==> config.mk <==
export PLATFORM = sky130hd
export DESIGN_NAME = edp_mdu
export DESIGN_NICKNAME = d
export VERILOG_FILES = /design/src/rtl/edp_mdu_pkg.sv /design/src/rtl/mdu_negate.sv /design/src/rtl/edp_mdu.sv
export SDC_FILE = /design/constraint.sdc
export NUM_CORES = 1
export LEC_CHECK = 0
export ABC_AREA = 1
export CAP_MARGIN = 20
export CORE_MARGIN = 10
export CORE_UTILIZATION = 35
export CTS_BUF_LIST = sky130_fd_sc_hd__clkbuf_2
export DETAILED_ROUTE_END_ITERATION = 16
export GPL_ROUTABILITY_DRIVEN = 0
export PLACE_DENSITY = 0.6
export REMOVE_ABC_BUFFERS = 1
export SLEW_MARGIN = 15
export SYNTH_ARGS = -nofsm -noshare
export SYNTH_HDL_FRONTEND = slang
export SYNTH_HIERARCHICAL = 1
export SYNTH_SLANG_ARGS = --single-unit
==> constraint.sdc <==
create_clock -name clk -period 3.7 [get_ports clk]
set_clock_uncertainty 0.05 [all_clocks]
set_input_delay 0.555 -clock clk [delete_from_list [all_inputs] [get_ports clk]]
set_output_delay 0.555 -clock clk [all_outputs]
set_load 0.01 [all_outputs]
==> src/rtl/edp_mdu_pkg.sv <==
// Shared types for the EBOX data path multiply/divide unit.
package edp_mdu_pkg;

  typedef enum logic [1:0] {
    mduMUL  = 2'b00,
    mduMULU = 2'b01,
    mduDIV  = 2'b10,
    mduDIVU = 2'b11
  } tMduOp;

  typedef enum logic [1:0] {
    mdsIDLE,
    mdsPREP,
    mdsITER,
    mdsFIXUP
  } tMduState;

endpackage

==> src/rtl/mdu_negate.sv <==
// Conditional two's-complement negate, used for magnitudes and sign fixups.
module mdu_negate #(
  parameter int W = 36
) (
  input  logic         i_neg,
  input  logic [W-1:0] i_val,
  output logic [W-1:0] o_val
);

  assign o_val = i_neg ? (~i_val + W'(1)) : i_val;

endmodule

==> src/rtl/edp_mdu.sv <==
// Iterative AR/MQ/BR multiply/divide unit: one bit per clock, start/done handshake,
// up-front divide overflow detection that leaves the operands in AR/MQ.
module edp_mdu
  import edp_mdu_pkg::*;
#(
  parameter int WIDTH = 36,
  parameter int CNT_W = $clog2(WIDTH + 1)
) (
  input  logic             clk,
  input  logic             reset,
  input  logic             start,
  input  logic [1:0]       op,
  input  logic [WIDTH-1:0] a_hi,
  input  logic [WIDTH-1:0] a_lo,
  input  logic [WIDTH-1:0] b,
  input  logic             abort,
  output logic             busy,
  output logic             done,
  output logic [WIDTH-1:0] hi,
  output logic [WIDTH-1:0] lo,
  output logic             no_divide
);

  tMduState           r_state;
  tMduState           w_state_nxt;
  tMduOp              r_op;
  logic [WIDTH-1:0]   r_ar;
  logic [WIDTH-1:0]   r_mq;
  logic [WIDTH-1:0]   r_br;
  logic [CNT_W-1:0]   r_cnt;
  logic               r_sign_q;
  logic               r_sign_r;
  logic               r_busy;
  logic               r_done;
  logic               r_no_div;

  logic               w_is_div;
  logic               w_is_signed;
  logic [2*WIDTH-1:0] w_wide_in;
  logic               w_wide_neg;
  logic [2*WIDTH-1:0] w_wide_mag;
  logic [WIDTH-1:0]   w_br_mag;
  logic [WIDTH-1:0]   w_q_fix;
  logic [WIDTH-1:0]   w_r_fix;
  logic               w_ovf;
  logic [WIDTH:0]     w_mul_sum;
  logic [WIDTH:0]     w_div_shift;
  logic               w_div_ge;
  logic [WIDTH-1:0]   w_div_sub;

  assign w_is_div    = (r_op == mduDIV) || (r_op == mduDIVU);
  assign w_is_signed = (r_op == mduMUL) || (r_op == mduDIV);

  // One 2W negator serves both the PREP magnitude (dividend or sign-extended
  // multiplier) and the FIXUP negation of the full product.
  assign w_wide_in  = (w_is_div || r_state == mdsFIXUP) ? {r_ar, r_mq}
                                                        : {{WIDTH{r_mq[WIDTH-1]}}, r_mq};
  assign w_wide_neg = (r_state == mdsFIXUP) ? r_sign_q
                                            : (w_is_signed & w_wide_in[2*WIDTH-1]);

  mdu_negate #(.W(2*WIDTH)) u_neg_wide (.i_neg(w_wide_neg), .i_val(w_wide_in), .o_val(w_wide_mag));
  mdu_negate #(.W(WIDTH)) u_neg_br (.i_neg(w_is_signed & r_br[WIDTH-1]), .i_val(r_br), .o_val(w_br_mag));
  mdu_negate #(.W(WIDTH)) u_neg_quo (.i_neg(r_sign_q), .i_val(r_mq), .o_val(w_q_fix));
  mdu_negate #(.W(WIDTH)) u_neg_rem (.i_neg(r_sign_r), .i_val(r_ar), .o_val(w_r_fix));

  // A quotient magnitude of 2^(W-1) or more does not fit, so -2^(W-1) also traps.
  assign w_ovf = w_is_div &&
                 ((w_br_mag == '0) ||
                  (w_is_signed ? (w_wide_mag[2*WIDTH-1:WIDTH-1] >= {1'b0, w_br_mag})
                               : (r_ar >= r_br)));

  assign w_mul_sum   = {1'b0, r_ar} + (r_mq[0] ? {1'b0, r_br} : '0);
  assign w_div_shift = {r_ar, r_mq[WIDTH-1]};
  assign w_div_ge    = w_div_shift >= {1'b0, r_br};
  assign w_div_sub   = w_div_shift[WIDTH-1:0] - r_br;

  // NOTE: assign the default first so every path writes w_state_nxt and no latch is inferred.
  always_comb begin
    w_state_nxt = r_state;
    case (r_state)
      mdsIDLE:  if (start) w_state_nxt = mdsPREP;
      mdsPREP:  w_state_nxt = w_ovf ? mdsIDLE : mdsITER;
      mdsITER:  if (r_cnt == '0) w_state_nxt = mdsFIXUP;
      mdsFIXUP: w_state_nxt = mdsIDLE;
      default:  w_state_nxt = mdsIDLE;
    endcase
    if (abort && r_state != mdsIDLE) w_state_nxt = mdsIDLE;
  end

  // NOTE: state is updated with non-blocking assignments so every register sees pre-edge values.
  always_ff @(posedge clk) begin
    if (reset) begin
      r_state  <= mdsIDLE;
      r_op     <= mduMUL;
      r_ar     <= '0;
      r_mq     <= '0;
      r_br     <= '0;
      r_cnt    <= '0;
      r_sign_q <= 1'b0;
      r_sign_r <= 1'b0;
      r_busy   <= 1'b0;
      r_done   <= 1'b0;
      r_no_div <= 1'b0;
    end else begin
      r_state <= w_state_nxt;
      r_done  <= 1'b0;
      if (abort && r_state != mdsIDLE) begin
        r_busy <= 1'b0;
      end else begin
        case (r_state)
          mdsIDLE: if (start) begin
            r_op   <= tMduOp'(op);
            r_ar   <= a_hi;
            r_mq   <= a_lo;
            r_br   <= b;
            r_busy <= 1'b1;
          end
          mdsPREP: begin
            r_sign_q <= w_is_signed & ((w_is_div ? r_ar[WIDTH-1] : r_mq[WIDTH-1]) ^ r_br[WIDTH-1]);
            r_sign_r <= w_is_signed & r_ar[WIDTH-1];
            r_cnt    <= CNT_W'(WIDTH - 1);
            if (w_ovf) begin
              r_done   <= 1'b1;
              r_no_div <= 1'b1;
              r_busy   <= 1'b0;
            end else begin
              r_ar <= w_is_div ? w_wide_mag[2*WIDTH-1:WIDTH] : '0;
              r_mq <= w_wide_mag[WIDTH-1:0];
              r_br <= w_br_mag;
            end
          end
          mdsITER: begin
            r_cnt <= r_cnt - CNT_W'(1);
            if (w_is_div) begin
              r_ar <= w_div_ge ? w_div_sub : w_div_shift[WIDTH-1:0];
              r_mq <= {r_mq[WIDTH-2:0], w_div_ge};
            end else begin
              r_ar <= w_mul_sum[WIDTH:1];
              r_mq <= {w_mul_sum[0], r_mq[WIDTH-1:1]};
            end
          end
          mdsFIXUP: begin
            if (w_is_div) begin
              r_ar <= w_r_fix;
              r_mq <= w_q_fix;
            end else begin
              {r_ar, r_mq} <= w_wide_mag;
            end
            r_done   <= 1'b1;
            r_no_div <= 1'b0;
            r_busy   <= 1'b0;
          end
          default: ;
        endcase
      end
    end
  end

  assign busy      = r_busy;
  assign done      = r_done;
  assign hi        = r_ar;
  assign lo        = r_mq;
  assign no_divide = r_no_div;

endmodule

## After elaboration in Yosys (flattened, before gate mapping)

Cells that the tools add are included.

- Register bits after elaboration: 123
- Output and inout port bits: 75
- Logic and storage cells: 103
- Input port bits: 114

- Equality and inequality tests: 11
- Bitwise logic cells: 10
- $lt $le $gt $ge: 3
- Multiplexer cells: 36
- Reduce and logical (&&, ||, !) cells: 25
- Add/subtract/negate cells: 7

Operator list:

| operator | number |
|---|---|
| 2-to-1 mux 36 bit | 16 |
| case mux 36 bit (4 select lines) | 2 |
| 2-to-1 mux 72 bit | 2 |
| adder 36 x 1 -> 36 bit (second input constant) | 3 |
| inverter 36 bit | 3 |
| >= comparator 37 x 36 -> 1 bit | 2 |
| adder 72 x 1 -> 72 bit (second input constant) | 1 |
| inverter 72 bit | 1 |
| case mux 36 bit (2 select lines) | 1 |
| adder 36 x 36 -> 37 bit | 1 |
| >= comparator 36 bit | 1 |
| zero test 36 bit | 1 |
| subtractor 36 bit | 1 |
| case mux 6 bit (2 select lines) | 1 |
| AND reduction 4 bit | 3 |
| AND reduction 3 bit | 3 |
| equality test 2 bit (second input constant) | 4 |
| != test 2 bit (second input constant) | 4 |
| case mux 2 bit (4 select lines) | 1 |
| nonzero test 2 bit | 4 |
| 2-to-1 mux 1 bit | 7 |
| zero test 6 bit | 1 |
| 2-to-1 mux 2 bit | 3 |
| != test 3 bit (second input constant) | 2 |
| other kinds (13) | 24 |

## Logic depth before layout (Yosys ltp)

- Depth after elaboration: 13
- Gate-level depth with buffers: 33
- Gate-level depth less buffers: 31

## Modules after synthesis

Netlist, hierarchy kept.

Modules (own cells, without submodules):

| module | cells each | area each (um^2) | instances | seq. area each (um^2) |
|---|---|---|---|---|
| edp_mdu | 3082 | 16896.2 | 1 | 2462.4 |
| mdu_negate (u_neg_br ...) | 230 | 1178.6 | 3 | 0.0 |
| mdu_negate (u_neg_wide) | 552 | 2677.6 | 1 | 0.0 |

## Worst setup path after synthesis

No wires, ideal clock.

- Path kind: register -> register
- Start point: register r_state[0]
- End point: register r_br[34]
- Data required time: 3579 ps
- Clock period less this slack: 4103 ps
- Arrival: 3983 ps
- Cell stages (with the launch flop): 32
- Path buffers: 4
- Library setup time: 71 ps
- Setup slack: -403 ps
- Path through: dfxtp_1 > ha_1 > clkbuf_1 > nor2_1 > nand2_1 > o21ai_0 > nand3_1 > nand2_1 > inv_2 > buf_2 > nor2_1 > nor2_4 > nand3_4 > xor2_1 > ha_1 > nand2_1 > inv_1 > nand2_1 > nand2_1 > nand2_1 > nand2_1 > nand2_1 > nand2_1 > nand2_1 > nand4_1 > nand2_1 > nand3_2 > a21oi_4 > buf_4 > buf_2 > nand3_1 > a21oi_1

- Word-level cells in the longest chain between the ends: 12
- Elaborated cells between the ends (all ways): 22
- Those cells by class: 1 x add/sub; 1 x order compare; 4 x eq/ne; 5 x mux; 3 x bitwise; 8 x reduce/logical

RTL lines:

| item | RTL line | text |
|---|---|---|
| start, declared | edp_mdu.sv:24 | `tMduState r_state;` |
| start signal, assigned | edp_mdu.sv:93 | `r_state <= mdsIDLE;` |
| start signal, assigned | edp_mdu.sv:105 | `r_state <= w_state_nxt;` |
| equality test 2 bit | edp_mdu.sv:56 | `assign w_wide_in = (w_is_div \|\| r_state == mdsFIXUP) ? {r_ar, r_mq}` |
| logical OR 1 bit | edp_mdu.sv:56 |  |
| 2-to-1 mux 72 bit | edp_mdu.sv:56 |  |
| via w_wide_in[71] | edp_mdu.sv:39 | `logic [2*WIDTH-1:0] w_wide_in;` |
| AND 1 bit | edp_mdu.sv:59 | `: (w_is_signed & w_wide_in[2*WIDTH-1]);` |
| 2-to-1 mux 1 bit | edp_mdu.sv:58 | `assign w_wide_neg = (r_state == mdsFIXUP) ? r_sign_q` |
| via w_wide_neg | edp_mdu.sv:40 | `logic w_wide_neg;` |
| 2-to-1 mux 72 bit | mdu_negate.sv:10 | `assign o_val = i_neg ? (~i_val + W'(1)) : i_val;` |
| via w_wide_mag[42] | edp_mdu.sv:41 | `logic [2*WIDTH-1:0] w_wide_mag;` |
| >= comparator 37 x 36 -> 1 bit | edp_mdu.sv:69 | `(w_is_signed ? (w_wide_mag[2*WIDTH-1:WIDTH-1] >= {1'b0, w_br_mag})` |
| 2-to-1 mux 1 bit | edp_mdu.sv:69 |  |
| logical OR 1 bit | edp_mdu.sv:68 | `((w_br_mag == '0) \|\|` |
| logical AND 1 bit | edp_mdu.sv:67 | `assign w_ovf = w_is_div &&` |
| != test 2 bit (no line) | n/a |  |
| AND reduction 4 bit (no line) | n/a |  |
| end signal, assigned | edp_mdu.sv:129 | `r_br <= w_br_mag;` |
| end, declared | edp_mdu.sv:29 | `logic [WIDTH-1:0] r_br;` |

The timed path passes the listed nets, and every way through them passes these cells.
A chain may end at the register's enable or synchronous reset.

==> impl_metrics.csv <==
group,metric,value,unit
timing,drv_slew,0,
clock_tree,tritoncts,"yes",
timing,relSlewSlack,0.428,
worst_hold_path,worstHoldPathType,"in -> reg",
critical_path,startpoint_type,"flip-flop",
critical_path,path_max_fanout,17,
clock_tree,cts.clk_slew.worst_paths,0.27,ns
timing,fmax,0.231,GHz
clock_tree,clockRootBuffer,"clkbuf_2",
final_layout,drive_gt1_frac,0.171,
logic_synthesis,yosysSeqAreaShare,0.107,
logic_synthesis,ys_ff_latch,123,
logic_synthesis,synth_most_common_cell,"nand2_1",
logic_synthesis,synth_top_cells_by_count,"nand2_1, nor2_1, inv_1",
global_route,grt_pass1_vias,28200,
placement,hpwl,87200,um
floorplanning,initial_core_util,0.352,
logic_synthesis,synth_top_cell_area_share,0.211,
floorplanning,ios,189,
floorplanning,rows,94,
floorplanning,coreArea,65600,um2
global_route,grt_max_degree,81,
global_route,grt_overflow,0,
critical_path,cp.arrival,5.08,ns
logic_synthesis,synth_edf_count,0,
drt,routed_via_density,5.40,
drt,dr_total_vias,30500,
clock_tree,clock-sinks,123,
clock_tree,clockBufferDepth,2,
timing,setup_ws,-0.631,ns
critical_path,cp-endpoint,"r_br[16]",
critical_path,crit_type,"reg -> reg",
critical_path,r2r_slack,-0.63,ns
drt,wl_per_cell,19.6,um
timing,hold_viol,0,
final_layout,flow.area_growth_from_synthesis,30.5,%
floorplanning,fp.dieW,277,um
critical_path,crit_required,4.45,ns
logic_synthesis,syn_inst,4324,
timing,final.min_clock_period,4.33,ns
timing,fin_crit_sh,1.17,
critical_path,worstSetupEndpointType,"flip-flop",
global_route,antenna_found_initial,1,
logic_synthesis,ys.flop_type,"dfxtp_1",
clock_tree,numCtsBuffers,17,
critical_path,slowest_delay,0.38,ns
timing,worstMarginPinSlew,0.859,ns
critical_path,r2r_cells,28,
drt,dr.pass1.iters,6,
global_route,grt_pass1_wl,164000,um
outcome,status,"finished, violations left",
global_route,gr-usage-all-layers,0.271,
job,cap_violations,0,
logic_synthesis,async_reset_ff_frac,0,
logic_synthesis,synthTopCellsByArea,"nand2_1, dfxtp_1, nor2_1",
drt,drtIter0Drc,3672,
outcome,violations,"setup timing",
drt,drtAntennaViolNets,0,
placement,portBuffers,188,
critical_path,cp_slowest_cell,"dfxtp_2",
clock_tree,hold_buffers,0,
timing,tns,-59.07,ns
drt,drt-total-wl,111000,um
clock_tree,clk_latency,0.91,ns
logic_synthesis,netlist_area,23100,um2
drt,drc,0,
timing,rsz0062_at_grt,"true",
critical_path,worst_r2r_endpoint,"r_br[16]",
floorplanning,die_area,76700,um2
logic_synthesis,syn_avg_cell_area,5.34,um2
logic_synthesis,synth.distinct_cells,50,
floorplanning,dieHeight,277,um
logic_synthesis,synth_top_area_cell,"nand2_1",
final_layout,finalNetCount,5034,
timing,finalSetupViolCount,112,
logic_synthesis,yosys_warnings,6,
critical_path,cp_common_cell,"nand2_1",
clock_tree,htree_levels,4,
[metrics by stage]
stage / area [um2] / worst slack [ns] / hold WS, ns / utilization / instances
after floorplan: 22200 / -5.12 / 0.399 / - / 4135
after global placement: 28200 / -0.751 / 0.412 / 0.429 / 5561
after detailed placement: 28200 / -0.796 / 0.414 / 0.429 / 5561
after CTS: 29500 / -0.562 / 0.0473 / 0.449 / 5630
after global routing: 30200 / -0.812 / 0.0766 / 0.460 / 5642
final: 30200 / -0.631 / 0.0866 / 0.460 / 5642
[what timing repair did]
action,CTS,global route
endpoints found under the setup margin,112,112
resized for setup,172,173
buffers inserted,27,14
pin swaps,61,71
gates cloned,10,4
[registers in the layout, summed over array words and instances, names as in the netlist, named ones only]
signal,cells
r_op,2
done,1
r_br,36
no_divide,1
hi,36
r_sign_q,1
r_cnt,6
r_sign_r,1
r_state,1
lo,36
busy,1
[area by class of cell]
cell class,count,area (um2)
Sequential cell,123,2470
Fill cell,7077,35500
Tap cell,864,1080
Clock inverter,15,198
Clock buffer,17,85.1
Inverter,557,2100
Antenna cell,1,2.50
Timing Repair Buffer,610,5680
Multi-Input combinational cell,3455,18600
[layout by cell type (no fill, tap or decap), drive strengths merged, types with 2 or more instances in the layout]
cell / instances
xnor2: 63
or2: 35
o21ai: 422
buf: 419
a21oi: 224
a311oi: 2
clkinv: 11
nor2: 631
a211o: 2
nand3: 284
o22ai: 35
clkbuf: 21
bufinv: 4
xor2: 60
a211oi: 32
o21a: 2
a21o: 9
nand3b: 19
nand4: 93
inv: 556
nor4: 8
and2: 6
nor3: 13
fa: 2
nand2: 1330
clkdlybuf4s50: 187
a31oi: 7
o21bai: 15
ha: 154
dfxtp: 123
o211ai: 2
[worst min path at each step]
stage / start / end / slack (ns) / cells after the start
floorplan: r_cnt[0] / r_cnt[0] / 0.40 / 1
detailed placement: busy / busy / 0.41 / 2
CTS: reset / lo[4] / 0.05 / 2
finish: reset / r_br[35] / 0.09 / 2
global placement: busy / busy / 0.41 / 2
global route: reset / lo[3] / 0.08 / 2
[routing by layer]
metal  GRT usage  vias to the layer above  part of all wire
met1       0.338                    13900              0.40
met2       0.452                     1498              0.46
li1            -                    14800                 -
met3      0.0356                      323             0.087
met4       0.131                        0             0.055
met5           0                        -                 0
[kinds of logic (layout without fill, tap and decap cells)]
group	Yosys count	in the layout	share of synthesized area
AND/OR/NAND/NOR	2422	2422	0.453
AO/OA/AOI/OAI	754	754	0.177
buffers and inverters	746	1199	0.132
adder cells (fa/ha/maj)	156	156	0.0851
XOR/XNOR	123	123	0.0466
flip-flops	123	123	0.107
other	0	1	0
[critical path: cells and delay by family, from the launching register on]
family | cells | cell delay (ns)
simple gates | 14 | 1.55
compound gates | 6 | 0.97
buf+inv | 6 | 0.81
flops | 1 | 0.38
fa+ha+maj | 2 | 0.49
Power is not shown: default switching activity piles up to over one toggle a cycle in this logic, so the estimate is an artifact.
